[src/rtl/alu_share_arbiter.sv]
// alu_share_arbiter: round-robin sharing of one combinational ALU between two requesters
// Ports:
//   clk, rst_n                          clock, asynchronous active-low reset
//   req{0,1}_valid_i / req{0,1}_ready_o request handshake (ready is combinational)
//   req{0,1}_a_i, _b_i, _s_i            operands and opcode of each requester
//   rsp{0,1}_valid_o / rsp{0,1}_ready_i response handshake, valid only toward the owner
//   rsp_o_o, rsp_zero_o, rsp_err_o      shared registered result, zero flag, illegal-opcode flag
//   alu_a_o, alu_b_o, alu_s_o           operands held stable at the ALU
//   alu_o_i, alu_zero_i                 ALU result and zero flag
//   busy_o                              high whenever an operation is in flight
module alu_share_arbiter #(
    parameter int WIDTH   = 32,
    parameter int ALU_LAT = 1
) (
    input  logic             clk,
    input  logic             rst_n,
    input  logic             req0_valid_i,
    output logic             req0_ready_o,
    input  logic [WIDTH-1:0] req0_a_i,
    input  logic [WIDTH-1:0] req0_b_i,
    input  logic [2:0]       req0_s_i,
    input  logic             req1_valid_i,
    output logic             req1_ready_o,
    input  logic [WIDTH-1:0] req1_a_i,
    input  logic [WIDTH-1:0] req1_b_i,
    input  logic [2:0]       req1_s_i,
    output logic             rsp0_valid_o,
    input  logic             rsp0_ready_i,
    output logic             rsp1_valid_o,
    input  logic             rsp1_ready_i,
    output logic [WIDTH-1:0] rsp_o_o,
    output logic             rsp_zero_o,
    output logic             rsp_err_o,
    output logic [WIDTH-1:0] alu_a_o,
    output logic [WIDTH-1:0] alu_b_o,
    output logic [2:0]       alu_s_o,
    input  logic [WIDTH-1:0] alu_o_i,
    input  logic             alu_zero_i,
    output logic             busy_o
);
    typedef enum logic [1:0] {IDLE, EXEC, RESP} state_t;

    state_t           state_q, state_d;
    logic             last_grant_q, last_grant_d;
    logic             owner_q, owner_d;
    logic [3:0]       cnt_q, cnt_d;
    logic [WIDTH-1:0] alu_a_q, alu_a_d;
    logic [WIDTH-1:0] alu_b_q, alu_b_d;
    logic [2:0]       alu_s_q, alu_s_d;
    logic [WIDTH-1:0] rsp_o_q, rsp_o_d;
    logic             rsp_zero_q, rsp_zero_d;
    logic             rsp_err_q, rsp_err_d;

    logic             grant0, grant1, accept, legal, rsp_hs;
    logic [WIDTH-1:0] sel_a, sel_b;
    logic [2:0]       sel_s;

    // On a tie the requester that was not served last wins
    assign grant0 = req0_valid_i && (!req1_valid_i || last_grant_q);
    assign grant1 = req1_valid_i && (!req0_valid_i || !last_grant_q);
    assign accept = (state_q == IDLE) && (grant0 || grant1);
    assign sel_a  = grant1 ? req1_a_i : req0_a_i;
    assign sel_b  = grant1 ? req1_b_i : req0_b_i;
    assign sel_s  = grant1 ? req1_s_i : req0_s_i;
    assign legal  = sel_s inside {3'b000, 3'b001, 3'b010, 3'b110, 3'b111};
    assign rsp_hs = (state_q == RESP) && (owner_q ? rsp1_ready_i : rsp0_ready_i);

    always_ff @(posedge clk or negedge rst_n) begin
        if (!rst_n) begin
            state_q <= IDLE;
        end else begin
            state_q <= state_d;
        end
    end

    always_comb begin
        state_d = state_q;
        unique case (state_q)
            IDLE:    state_d = accept ? (legal ? EXEC : RESP) : IDLE;
            EXEC:    state_d = (cnt_q == 4'd1) ? RESP : EXEC;
            RESP:    state_d = rsp_hs ? IDLE : RESP;
            default: state_d = IDLE;
        endcase
    end

    // Ready is gated by rst_n so every output reads 0 while reset is held
    always_comb begin
        req0_ready_o = rst_n && (state_q == IDLE) && grant0;
        req1_ready_o = rst_n && (state_q == IDLE) && grant1;
        rsp0_valid_o = (state_q == RESP) && !owner_q;
        rsp1_valid_o = (state_q == RESP) && owner_q;
        busy_o       = state_q != IDLE;
    end

    // An illegal opcode skips the ALU entirely and leaves alu_* untouched
    always_comb begin
        last_grant_d = rsp_hs ? owner_q : last_grant_q;
        owner_d      = accept ? grant1 : owner_q;
        cnt_d        = cnt_q;
        alu_a_d      = alu_a_q;
        alu_b_d      = alu_b_q;
        alu_s_d      = alu_s_q;
        rsp_o_d      = rsp_o_q;
        rsp_zero_d   = rsp_zero_q;
        rsp_err_d    = rsp_err_q;
        if (accept && legal) begin
            alu_a_d = sel_a;
            alu_b_d = sel_b;
            alu_s_d = sel_s;
            cnt_d   = 4'(ALU_LAT);
        end
        if (accept && !legal) begin
            rsp_o_d    = '0;
            rsp_zero_d = 1'b0;
            rsp_err_d  = 1'b1;
        end
        if (state_q == EXEC) begin
            cnt_d = cnt_q - 4'd1;
        end
        if (state_q == EXEC && cnt_q == 4'd1) begin
            rsp_o_d    = alu_o_i;
            rsp_zero_d = alu_zero_i;
            rsp_err_d  = 1'b0;
        end
    end

    always_ff @(posedge clk or negedge rst_n) begin
        if (!rst_n) begin
            last_grant_q <= 1'b1;
            owner_q      <= 1'b0;
            cnt_q        <= '0;
            alu_a_q      <= '0;
            alu_b_q      <= '0;
            alu_s_q      <= '0;
            rsp_o_q      <= '0;
            rsp_zero_q   <= 1'b0;
            rsp_err_q    <= 1'b0;
        end else begin
            last_grant_q <= last_grant_d;
            owner_q      <= owner_d;
            cnt_q        <= cnt_d;
            alu_a_q      <= alu_a_d;
            alu_b_q      <= alu_b_d;
            alu_s_q      <= alu_s_d;
            rsp_o_q      <= rsp_o_d;
            rsp_zero_q   <= rsp_zero_d;
            rsp_err_q    <= rsp_err_d;
        end
    end

    assign alu_a_o    = alu_a_q;
    assign alu_b_o    = alu_b_q;
    assign alu_s_o    = alu_s_q;
    assign rsp_o_o    = rsp_o_q;
    assign rsp_zero_o = rsp_zero_q;
    assign rsp_err_o  = rsp_err_q;
endmodule

[config.mk]
export PLATFORM = sky130hd
export DESIGN_NAME = alu_share_arbiter
export DESIGN_NICKNAME = d
export VERILOG_FILES = /design/src/rtl/alu_share_arbiter.sv
export SDC_FILE = /design/constraint.sdc
export NUM_CORES = 1
export LEC_CHECK = 0
export BUFFER_PORTS_ARGS = -buffer_cell sky130_fd_sc_hd__buf_2
export CAP_MARGIN = 20
export CORE_MARGIN = 3
export CORE_UTILIZATION = 45
export CTS_BUF_LIST = sky130_fd_sc_hd__clkbuf_8
export DETAILED_ROUTE_END_ITERATION = 8
export GPL_TIMING_DRIVEN = 0
export PLACE_DENSITY = 0.8
export REMOVE_ABC_BUFFERS = 1
export SYNTH_ARGS = -nofsm -noshare
export SYNTH_HDL_FRONTEND = slang
export SYNTH_SLANG_ARGS = --single-unit
[constraint.sdc]
create_clock -name clk -period 2.6 [get_ports clk]
set_input_delay 0.26 -clock clk [delete_from_list [all_inputs] [get_ports clk]]
set_output_delay 0.26 -clock clk [all_outputs]
set_load 0.02 [all_outputs]
==> results.md <==
* Status: complete, no violations
* Total CTS buffers at 9
* Die H at 115 um
* Router iterations before antenna repair at 4
* Initial antenna violation count at 0
* Die area at 13300 sq um
* Yosys reg bits at 109
* Top layer used by detailed routing: met4
* Worst Clk Skew at 0.0139 ns
* CTS tree: done
* # setup viols final at 0
* Final hold violation count at 0
* Biggest area consumer among synthesized cells: dfrtp_1
* Core Area at 11600 sq um
* Max Fclk at 412 MHz
* P_leak at 3.69 nW
* Bufs on Longest Clock Path at 2
* Period utilization at 0.932
* Met3 WL post-DR at 1040 um
* Nets at 870
* Post-layout instance area at 7190 sq um
* CP Data Required Time at 2.86 ns
* Total wire length at 13700 um
* Fin. max-slew vios at 0
* Least-Margin Pin Slew at 0.706 ns
* Fin crit period at 2.42 ns
* Warnings from Yosys at 0
* Chip Width at 115 um
* Clock Sinks at 109
* Post-Synthesis Cells at 420
* Register area at 2730 sq um
* Vias per Instance at 5.03
* DR WL/cell at 16.2 um
* Commonest cells post-synth: dfrtp_1, nand2_1, mux2_2, mux2_4, o21ai_1
* Fillers at 925
* Number of diodes at 0
* Max-cap viol count at 0
* Grt total ovfl at 0
* Area occupied by multi-input gates at 2490 sq um
* WL met1 at 5240 um
* Max Fanout on Critical Path at 30
* R2R Setup Slk at 0.18 ns
* H-Tree Depth at 3
* Synth top area cells: dfrtp_1, mux2_4, mux2_2
* Vias at 4243
* Crit start category: flip-flop
* Mean Syn Cell Area at 12.8 sq um
* Worst Hold Depth at 3
* Length in cells of the worst reg-to-reg path at 5
* Ys async rst share at 1.00
* Starting DRT DRC Count at 182
* Crit Reg-Reg Startpoint: last_grant_q$_DFFE_PN1P_
* Clock root buffer: clkbuf_8
* Hold Crit Class: in2reg
* Critical Path End Type: flip-flop
* EDFF count, synth at 0
* Distinct cell type count after synthesis at 35
* Hold_sp: alu_o_i[4]
* Worst Hold End: rsp_o_o[4]$_DFFE_PN0P_
* Unrepaired setup endpoints after global routing: false
* Worst-path clk slew at 0.11 ns
* First-pass GRT wire length at 21100 um
* Slew margin rel. at 0.529
* Synth top area share at 0.503
* Layout area overhead at 33.9%
* Post-Syn Area at 5370 sq um
* Seq/Total Area, Yosys at 0.508
* Most frequent cell after synthesis: dfrtp_1
* Number of global-route vias before repair at 4279
* Placer's final routability congestion estimate at 0.750
* # IOs at 279
* Dpl hpwl at 10300 um
* Starting density of the core at 0.464
* Total GRT Usage at 0.201
* Power density over the cells at 1110 nW/um^2
* Metal2 WL at 7130 um
* Arrival time at the worst endpoint at 2.68 ns
* Post-DP Area at 6920 sq um
* Clock Latency Late Sink at 0.37 ns
* Detail Route Antenna Nets at 0
* Crit Path Class: reg2reg
* Rows at 39
* Largest net degree at the start of global routing at 61
* VDD IR max at 0.000628 V
* Top_reg_cell synth: dfrtp_1
* R2r endpoint: alu_b_o[24]$_DFFE_PN0P_
* Layout cells sized above 1 at 0.623
* Port bufs at 278
* DRC viols at 0
* Worst hold margin at 0.0814 ns
cell usage in the layout (no fill, tap or decap), types with 2 or more instances in the layout:
cell type / Yosys / final
a21oi_1: 3 / 3
and2_1: 2 / 2
buf_12: 0 / 2
buf_16: 0 / 4
buf_2: 5 / 277
buf_4: 0 / 3
clkbuf_8: 0 / 9
clkinv_4: 0 / 4
dfrtp_1: 108 / 108
ha_1: 2 / 2
inv_1: 4 / 5
mux2_1: 7 / 7
mux2_2: 67 / 67
mux2_4: 60 / 60
nand2_1: 76 / 76
nand2b_1: 2 / 2
nor2_1: 5 / 5
nor2b_1: 4 / 4
o21a_1: 2 / 2
o21ai_1: 34 / 34
or3_1: 2 / 2
how the worst max path moves through the flow:
stage / from / end / slack, ns / cells past startpoint
5_1_grt: rst_n / req0_ready_o / 0.05 / 5
3_5_place_dp: last_grant_q$_DFFE_PN1P_ / alu_b_o[10]$_DFFE_PN0P_ / -0.41 / 6
6_report: last_grant_q$_DFFE_PN1P_ / alu_b_o[24]$_DFFE_PN0P_ / 0.18 / 5
3_3_place_gp: last_grant_q$_DFFE_PN1P_ / alu_b_o[10]$_DFFE_PN0P_ / -2.19 / 4
4_1_cts: last_grant_q$_DFFE_PN1P_ / alu_b_o[10]$_DFFE_PN0P_ / 0.002 / 6
2_1_floorplan: last_grant_q$_DFFE_PN1P_ / alu_b_o[10]$_DFFE_PN0P_ / -1.42 / 4
routing by layer:
layer  vias to the layer above  track usage
met5                         -            0
met4                         0       0.0759
met3                        19       0.0511
met2                       188        0.349
met1                      2040        0.240
li1                       1996            -
state kept, by name (all words and copies together), names as in the netlist:
signal	flops
alu_a_o	32
alu_b_o	32
alu_s_o	3
cnt_q	4
last_grant_q	1
owner_q	1
rsp_err_o	1
rsp_o_o	32
rsp_zero_o	1
state_q	2
area by class of cell:
| class | instances | area share |
|---|---|---|
| Clock buffer | 9 | 0.0172 |
| Clock inverter | 7 | 0.00817 |
| Inverter | 4 | 0.00209 |
| Multi-Input combinational cell | 283 | 0.347 |
| Sequential cell | 109 | 0.379 |
| Tap cell | 143 | 0.0249 |
| Timing Repair Buffer | 288 | 0.222 |
through the flow:
stage | setup WS [ns] | TNS (ns) | total power [W] | std cells | utilization
floorplan | -1.42 | -122.23 | 0.00560 | 395 | -
global placement | -2.19 | -211.69 | 0.00678 | 816 | 0.586
detailed placement | -0.407 | -14.57 | 0.00697 | 821 | 0.598
CTS | 0.00216 | 0 | 0.00797 | 839 | 0.616
global route | 0.0498 | 0 | 0.00846 | 843 | 0.622
finish | 0.176 | 0 | 0.00795 | 843 | 0.622
power breakdown:
part / total (W) / switching, W / internal, W
registers: 0.00287 / 0.000422 / 0.00244
logic: 0.00413 / 0.00218 / 0.00194
clock network: 0.000960 / 0.000597 / 0.000363
repair_timing:
item / 4_1_cts / 5_1_grt
hold buffers: 1 / 0
gates resized for setup: 1 / 0
pin swaps: 1 / 1
hold endpoints to repair: 51 / 0
setup buffers: 0 / 2
setup endpoints to repair: 67 / 35
cloned: 1 / 0
cell families after synthesis:
kind of cell               Yosys count  synth area share
AOI/OAI and AO/OA                   47            0.0522
xor gates and xnor gates             1           0.00163
adders and majority gates            2           0.00466
buffers and inverters               29            0.0326
DFF                                109             0.508
muxes                              135             0.325
and+or+nand+nor                     97            0.0762
worst max-delay path, stage by stage, from the launching register on:
cell and delay, ns:
dfstp_2 0.59, a21boi_4 0.12, buf_12 0.19, nor3_2 0.40
o21ba_2 0.66, mux2_4 0.36
No activity file was read; power rests on OpenSTA's default activity.
